==> src/rtl/proc_pkg.sv <==
// Shared definitions for the multi-cycle RV32-subset core: opcodes, FSM states, ALU ops
// and the instruction legality / ALU-op decode helpers.
package proc_pkg;

  localparam logic [6:0] OP_R   = 7'h33;
  localparam logic [6:0] OP_I   = 7'h13;
  localparam logic [6:0] OP_LW  = 7'h03;
  localparam logic [6:0] OP_SW  = 7'h23;
  localparam logic [6:0] OP_BR  = 7'h63;
  localparam logic [6:0] OP_JAL = 7'h6F;
  localparam logic [6:0] OP_SYS = 7'h73;

  typedef enum logic [2:0] {
    StBoot, StFetch, StDecode, StExec, StMem, StWb, StHalt, StIllegal
  } state_e;

  typedef enum logic [2:0] {
    AluAdd, AluSub, AluAnd, AluOr, AluSlt
  } alu_op_e;

  // SYSTEM counts as legal here; the FSM routes it to the halt state.
  function automatic logic insn_legal(input logic [6:0] opcode, input logic [2:0] funct3,
                                      input logic [6:0] funct7);
    logic ok;
    case (opcode)
      OP_R:   ok = (funct7 == 7'h00 && funct3 inside {3'b000, 3'b111, 3'b110, 3'b010}) ||
                   (funct7 == 7'h20 && funct3 == 3'b000);
      OP_I:   ok = (funct3 == 3'b000);
      OP_LW:  ok = (funct3 == 3'b010);
      OP_SW:  ok = (funct3 == 3'b010);
      OP_BR:  ok = (funct3 == 3'b000) || (funct3 == 3'b001);
      OP_JAL: ok = 1'b1;
      OP_SYS: ok = 1'b1;
      default: ok = 1'b0;
    endcase
    return ok;
  endfunction

  function automatic alu_op_e alu_decode(input logic [6:0] opcode, input logic [2:0] funct3,
                                         input logic [6:0] funct7);
    alu_op_e op;
    op = AluAdd;
    if (opcode == OP_R) begin
      case (funct3)
        3'b000:  op = funct7[5] ? AluSub : AluAdd;
        3'b111:  op = AluAnd;
        3'b110:  op = AluOr;
        3'b010:  op = AluSlt;
        default: op = AluAdd;
      endcase
    end
    return op;
  endfunction

endpackage

==> src/rtl/proc_regfile.sv <==
// Register file: NUM_REGS x XLEN, two asynchronous read ports, one synchronous write port.
// Register 0 reads as zero and ignores writes.
module proc_regfile #(
  parameter int unsigned XLEN     = 32,
  parameter int unsigned NUM_REGS = 32
) (
  input  logic                        clk_i,
  input  logic                        rst_ni,
  input  logic [$clog2(NUM_REGS)-1:0] raddr1_i,
  input  logic [$clog2(NUM_REGS)-1:0] raddr2_i,
  output logic [XLEN-1:0]             rdata1_o,
  output logic [XLEN-1:0]             rdata2_o,
  input  logic                        we_i,
  input  logic [$clog2(NUM_REGS)-1:0] waddr_i,
  input  logic [XLEN-1:0]             wdata_i
);

  logic [XLEN-1:0] regs_q [NUM_REGS];

  always_ff @(posedge clk_i or negedge rst_ni) begin
    if (!rst_ni) begin
      for (int i = 0; i < int'(NUM_REGS); i++) regs_q[i] <= '0;
    end else if (we_i && (waddr_i != '0)) begin
      regs_q[waddr_i] <= wdata_i;
    end
  end

  assign rdata1_o = (raddr1_i == '0) ? '0 : regs_q[raddr1_i];
  assign rdata2_o = (raddr2_i == '0) ? '0 : regs_q[raddr2_i];

endmodule

==> src/rtl/multi_cycle_processor.sv <==
// Multi-cycle RV32-subset core with a single req/ready memory port.
// Optional performance counters are enabled by defining MULTI_CYCLE_PERF_CNT_EN.
module multi_cycle_processor
  import proc_pkg::*;
#(
  parameter int unsigned     XLEN     = 32,
  parameter int unsigned     NUM_REGS = 32,
  parameter logic [XLEN-1:0] RESET_PC = '0
) (
  input  logic            clk,
  input  logic            rst_n,
  output logic            mem_req,
  output logic            mem_we,
  output logic [XLEN-1:0] mem_addr,
  output logic [XLEN-1:0] mem_wdata,
  input  logic [XLEN-1:0] mem_rdata,
  input  logic            mem_ready,
  output logic            halted,
  output logic            illegal
`ifdef MULTI_CYCLE_PERF_CNT_EN
  ,
  output logic [XLEN-1:0] cycle_cnt,
  output logic [XLEN-1:0] instret_cnt
`endif
);

  localparam int unsigned     AW   = $clog2(NUM_REGS);
  localparam logic [XLEN-1:0] Four = XLEN'(4);

  state_e          state_q, state_d;
  logic [XLEN-1:0] pc_q, pc_d, oldpc_q, oldpc_d, ir_q, ir_d;
  logic [XLEN-1:0] a_q, a_d, b_q, b_d, imm_q, imm_d, aluout_q, aluout_d, mdr_q, mdr_d;

  logic [6:0]      opcode, funct7;
  logic [2:0]      funct3;
  logic [XLEN-1:0] imm_val, alu_b, alu_res, rf_rd1, rf_rd2, rf_wd;
  logic            rf_we, br_taken;
  alu_op_e         alu_op;

  assign opcode = ir_q[6:0];
  assign funct3 = ir_q[14:12];
  assign funct7 = ir_q[31:25];

  proc_regfile #(
    .XLEN     (XLEN),
    .NUM_REGS (NUM_REGS)
  ) u_regfile (
    .clk_i    (clk),
    .rst_ni   (rst_n),
    .raddr1_i (ir_q[15 +: AW]),
    .raddr2_i (ir_q[20 +: AW]),
    .rdata1_o (rf_rd1),
    .rdata2_o (rf_rd2),
    .we_i     (rf_we),
    .waddr_i  (ir_q[7 +: AW]),
    .wdata_i  (rf_wd)
  );

  always_comb begin
    case (opcode)
      OP_SW:   imm_val = {{(XLEN-12){ir_q[31]}}, ir_q[31:25], ir_q[11:7]};
      OP_BR:   imm_val = {{(XLEN-12){ir_q[31]}}, ir_q[7], ir_q[30:25], ir_q[11:8], 1'b0};
      OP_JAL:  imm_val = {{(XLEN-20){ir_q[31]}}, ir_q[19:12], ir_q[20], ir_q[30:21], 1'b0};
      default: imm_val = {{(XLEN-12){ir_q[31]}}, ir_q[31:20]};
    endcase
  end

  assign alu_op   = alu_decode(opcode, funct3, funct7);
  assign alu_b    = (opcode == OP_R) ? b_q : imm_q;
  // funct3[0] distinguishes bne from beq.
  assign br_taken = (a_q == b_q) ^ funct3[0];

  always_comb begin
    unique case (alu_op)
      AluSub:  alu_res = a_q - alu_b;
      AluAnd:  alu_res = a_q & alu_b;
      AluOr:   alu_res = a_q | alu_b;
      AluSlt:  alu_res = {{(XLEN-1){1'b0}}, $signed(a_q) < $signed(alu_b)};
      default: alu_res = a_q + alu_b;
    endcase
  end

  always_comb begin
    state_d   = state_q;
    pc_d      = pc_q;
    oldpc_d   = oldpc_q;
    ir_d      = ir_q;
    a_d       = a_q;
    b_d       = b_q;
    imm_d     = imm_q;
    aluout_d  = aluout_q;
    mdr_d     = mdr_q;
    mem_req   = 1'b0;
    mem_we    = 1'b0;
    mem_addr  = '0;
    mem_wdata = '0;
    rf_we     = 1'b0;
    rf_wd     = '0;
    unique case (state_q)
      StBoot: state_d = StFetch;
      StFetch: begin
        mem_req  = 1'b1;
        mem_addr = pc_q;
        if (mem_ready) begin
          ir_d    = mem_rdata;
          oldpc_d = pc_q;
          pc_d    = pc_q + Four;
          state_d = StDecode;
        end
      end
      StDecode: begin
        a_d   = rf_rd1;
        b_d   = rf_rd2;
        imm_d = imm_val;
        if (opcode == OP_SYS)                       state_d = StHalt;
        else if (!insn_legal(opcode, funct3, funct7)) state_d = StIllegal;
        else                                        state_d = StExec;
      end
      StExec: begin
        aluout_d = alu_res;
        case (opcode)
          OP_BR: begin
            if (br_taken) pc_d = oldpc_q + imm_q;
            state_d = StFetch;
          end
          OP_JAL: begin
            rf_we   = 1'b1;
            rf_wd   = oldpc_q + Four;
            pc_d    = oldpc_q + imm_q;
            state_d = StFetch;
          end
          OP_LW, OP_SW: state_d = (alu_res[1:0] != 2'b00) ? StIllegal : StMem;
          default:      state_d = StWb;
        endcase
      end
      StMem: begin
        mem_req   = 1'b1;
        mem_we    = (opcode == OP_SW);
        mem_addr  = aluout_q;
        mem_wdata = b_q;
        if (mem_ready) begin
          if (opcode == OP_SW) begin
            state_d = StFetch;
          end else begin
            mdr_d   = mem_rdata;
            state_d = StWb;
          end
        end
      end
      StWb: begin
        rf_we   = 1'b1;
        rf_wd   = (opcode == OP_LW) ? mdr_q : aluout_q;
        state_d = StFetch;
      end
      StHalt:    state_d = StHalt;
      StIllegal: state_d = StIllegal;
      default:   state_d = StIllegal;
    endcase
  end

  always_ff @(posedge clk or negedge rst_n) begin
    if (!rst_n) begin
      state_q  <= StBoot;
      pc_q     <= RESET_PC;
      oldpc_q  <= '0;
      ir_q     <= '0;
      a_q      <= '0;
      b_q      <= '0;
      imm_q    <= '0;
      aluout_q <= '0;
      mdr_q    <= '0;
    end else begin
      state_q  <= state_d;
      pc_q     <= pc_d;
      oldpc_q  <= oldpc_d;
      ir_q     <= ir_d;
      a_q      <= a_d;
      b_q      <= b_d;
      imm_q    <= imm_d;
      aluout_q <= aluout_d;
      mdr_q    <= mdr_d;
    end
  end

  assign halted  = (state_q == StHalt);
  assign illegal = (state_q == StIllegal);

`ifdef MULTI_CYCLE_PERF_CNT_EN
  logic [XLEN-1:0] cycle_cnt_q, instret_cnt_q;
  logic            active, retire;

  assign active = state_q inside {StFetch, StDecode, StExec, StMem, StWb};
  // An instruction retires when its last state hands control back to FETCH.
  assign retire = (state_d == StFetch) && (state_q inside {StExec, StMem, StWb});

  always_ff @(posedge clk or negedge rst_n) begin
    if (!rst_n) begin
      cycle_cnt_q   <= '0;
      instret_cnt_q <= '0;
    end else begin
      if (active) cycle_cnt_q <= cycle_cnt_q + XLEN'(1);
      if (retire) instret_cnt_q <= instret_cnt_q + XLEN'(1);
    end
  end

  assign cycle_cnt   = cycle_cnt_q;
  assign instret_cnt = instret_cnt_q;
`endif

endmodule

==> config.mk <==
export PLATFORM = sky130hd
export DESIGN_NAME = multi_cycle_processor
export DESIGN_NICKNAME = d
export VERILOG_FILES = /design/src/rtl/proc_pkg.sv /design/src/rtl/proc_regfile.sv /design/src/rtl/multi_cycle_processor.sv
export SDC_FILE = /design/constraint.sdc
export NUM_CORES = 2
export LEC_CHECK = 0
export ABC_AREA = 1
export CAP_MARGIN = 25
export CORE_MARGIN = 3
export CORE_UTILIZATION = 35
export CTS_BUF_LIST = sky130_fd_sc_hd__clkbuf_4 sky130_fd_sc_hd__clkbuf_8
export CTS_CLUSTER_SIZE = 16
export DETAILED_ROUTE_END_ITERATION = 12
export DONT_BUFFER_PORTS = 1
export PLACE_DENSITY = 0.59
export REMOVE_ABC_BUFFERS = 1
export SLEW_MARGIN = 20
export SYNTH_ARGS = -nofsm -noshare
export SYNTH_HDL_FRONTEND = slang
export SYNTH_HIERARCHICAL = 1
export SYNTH_SLANG_ARGS = --single-unit
==> constraint.sdc <==
create_clock -name clk -period 7.87 [get_ports clk]
set_clock_uncertainty 0.2 [all_clocks]
set_input_delay 1.574 -clock clk [delete_from_list [all_inputs] [get_ports clk]]
set_output_delay 1.574 -clock clk [all_outputs]
set_load 0.02 [all_outputs]
==> impl_metrics.toml <==
[status]
status = "completed"

[drt]
routedWlPerCell_um = 23.76
wirelength_mm = 330.3
viasPerCell = 5.696
drt-met1-wl_mm = 138.0
route.detailed.drc = 0
ant_nets = 0
met2_length_mm = 145.2
wl_met3_mm = 31.13
route.vias.total = 79200
drt_iter0_markers = 9881
first_pass_iters = 6
highest_layer = "met5"

[cts]
cts_buffers = 225
clk_latency_ns = 1.02
cts_buffer_depth = 3
cts_resized = 0
post_cts_buffers = 0
path_clk_slew_ns = 0.07
cts_hold_buf = 0
cts_tree = "done"
cts.sinks = 1272
h-tree-depth = 4
root_buffer = "clkbuf_8"

[synthesis]
synth_warnings = 6
synth_largest_area_cell = "dfrtp_1"
synth_top_area_frac = 0.4126
synth_cells = 11350
synth_area_mm2 = 0.07714
synth_area_leaders = "dfrtp_1 41%, nand2_1 18%, nand3_1 9.8%, o21ai_0 5.9%, a21oi_1 5.6%"
syn_area_per_cell_um2 = 6.797
async_flop_share = 1.000
synth_seq_cells = 1272
synth_edf_count = 0
ys.flop_type = "dfrtp_1"
yosysUniqueCellTypes = 69
yosysSeqAreaShare = 0.4126

[final_layout]
drive_gt1_frac = 0.06126
nFillCells = 22900
syn2layout_area_growth_pct = 8.902
finish.utilization = 0.3849
nets = 11020

[worst_setup_path]
critPathLaunchType = "register"
worstPathArrival_ns = 3.92
slowest_stage = "o22ai_1"
crit_chain = "nor3_1 > inv_2 > buf_4 > o22ai_1"
worstPathRequired_ns = 6.10
end_kind = "output port"
crit_type = "register to output port"
critical_path_buf_inv_count = 2
critPathMaxStageDelay_ns = 0.83
path_max_fanout = 38
cp_top_family = "buffers and inverters"

[floorplan]
fp-row-count = 171
die_w_um = 475.5
core_area_mm2 = 0.2182
die-area_mm2 = 0.2261
top_level_ports = 103
start_util = 0.3535
die_height_um = 475.5

[grt]
track_usage = 0.2850
grt_pass1_vias = 74560
antenna_found_initial = 12
grt_pass1_wl_mm = 490.5
grt-ovfl-total = 0
grt_start_max_net_pins = 174

[power]
power_density_mw_per_mm2 = 163.0
seq_power_share = 0.478
p_leak_nw = 37.54
power.switching_mw = 3.221
irDropWorstVdd_v = 0.0001630
p_clk_frac = 0.510
combPwrFrac = 0.012
p_sw_frac = 0.2352
p_int_mw = 10.47

[timing]
slew_headroom = 0.2336
rsz0062_at_grt = "no"
fin_crit_ns = 5.690
worstMarginPinSlew_ns = 1.138
fmax_mhz = 175.7
setup_viol_count_final = 0
final_hold_viol_count = 0
worst_slack_ns = 2.180
post-route-period-util = 0.7230
slew_violations = 0

[placed_design]
gp_congestion = 1.001
numPortBuffers = 0
hpwl_mm = 205.0
dp_slack_ns = 3.040

[flow_run]
cap_violations = 0

[hold_path]
min_path_type = "register to register"
[sequential cells by signal, indices dropped and copies added, names as in the netlist]
name and count:
u_regfile/regs_q 1024, b_q 32, aluout_q 32, imm_q 21
state_q 3, pc_q 32, a_q 32, ir_q 32
mdr_q 32, oldpc_q 32
[final cells by class]
class | count | area [um^2] | area share
inverters | 544 | 2092 | 0.02490
flip-flops and latches | 1272 | 31860 | 0.3793
clock inverters | 52 | 525.5 | 0.006256
well taps | 2854 | 3571 | 0.04251
diodes | 14 | 35.03 | 0.0004170
repair buffers | 144 | 1628 | 0.01938
clock buffers | 360 | 4579 | 0.05451
multi-input cells | 8663 | 39710 | 0.4727
[per-layer routing]
metal	GRT usage	vias to the layer above
met5	0	-
met4	0.1349	2
met3	0.05588	804
met2	0.4356	4346
met1	0.3870	38010
li1	-	36040
[placed cells by master (no fill, tap or decap), types with 24 or more instances in the layout]
| cell | Yosys | routed |
|---|---|---|
| xor2_1 | 47 | 47 |
| o22ai_1 | 40 | 40 |
| clkbuf_8 | 0 | 300 |
| nand3_1 | 1514 | 1507 |
| buf_4 | 13 | 99 |
| o211ai_1 | 28 | 28 |
| nor2_1 | 1136 | 1133 |
| nand2_1 | 3652 | 3647 |
| ha_1 | 129 | 129 |
| nor3_1 | 44 | 42 |
| nand4_1 | 64 | 64 |
| dfrtp_1 | 1272 | 1262 |
| buf_12 | 0 | 24 |
| clkinv_2 | 0 | 28 |
| o21ai_0 | 908 | 907 |
| inv_1 | 524 | 514 |
| clkbuf_4 | 0 | 61 |
| a21oi_1 | 866 | 866 |
[Yosys cell counts, drive strengths merged, types with 2 or more instances]
cell     count
nor3b        2
o32ai        2
a22oi       11
nand4       67
dfrtp     1272
xor2        47
buf        303
nor3        49
nand3b       4
o21bai      22
inv        538
and3         2
xnor2        7
o22ai       40
or2         12
a31oi       16
o2111ai      4
o21a        12
nand2     3663
a21boi       5
a21oi      867
o31ai        3
o211ai      28
clkbuf     566
ha         129
o311ai       4
o221ai      10
o21ai      931
fa           3
nand3     1519
o2bb2ai      2
a21o         9
nor2      1162
nor4        11
clkinv       6
a311oi       2
a211oi      10
[through the flow]
step	setup TNS, ns	hold WS, ns	area, um^2	std cells	power [mW]
floorplan	-1122.06	0.1744	73430	10480	6.665
global placement	0	0.1856	78430	13450	6.831
detailed placement	0	0.1881	78550	13460	6.833
CTS	0	0.2007	83660	13870	13.81
global route	0	0.2104	83970	13890	14.11
finish	0	0.1970	84000	13900	13.69
[power groups by stage]
stage	registers (mW)	logic, mW	clock network, mW
after global routing	6.54	0.191	7.38
after CTS	6.54	0.174	7.10
after detailed placement	6.66	0.174	0
final	6.54	0.166	6.98
after global placement	6.66	0.172	0
after floorplan	6.66	0.00391	0
[cell families (layout without fill, tap and decap cells)]
group	Yosys count	in the layout	share of synthesized area
AOI/OAI and AO/OA	1985	1985	0.1348
xor gates and xnor gates	54	54	0.006131
adders and majority gates	132	132	0.02170
buffers and inverters	1413	1100	0.07469
DFF	1272	1272	0.4126
muxes	1	1	0.0001460
other	0	14	0
and+or+nand+nor	6491	6491	0.3498
[worst paths after layout]
kind / from / to / slack (ns) / cells past startpoint
min in group asynchronous: rst_n / aluout_q[16]$_DFFE_PN0P_ / 0.30 / 1
setup / recovery: state_q[0]$_DFFE_PN0P_ / mem_addr[3] / 2.18 / 4
setup reg to reg: ir_q[2]$_DFFE_PN0P_ / aluout_q[24]$_DFFE_PN0P_ / 2.79 / 14
hold / removal: u_regfile/regs_q[992]$_DFFE_PN0P_ / u_regfile/regs_q[992]$_DFFE_PN0P_ / 0.20 / 0
max in group asynchronous: rst_n / u_regfile/regs_q[67]$_DFFE_PN0P_ / 5.23 / 3
hold reg to reg: u_regfile/regs_q[992]$_DFFE_PN0P_ / u_regfile/regs_q[992]$_DFFE_PN0P_ / 0.20 / 0
(Power assumes the default switching activity.)
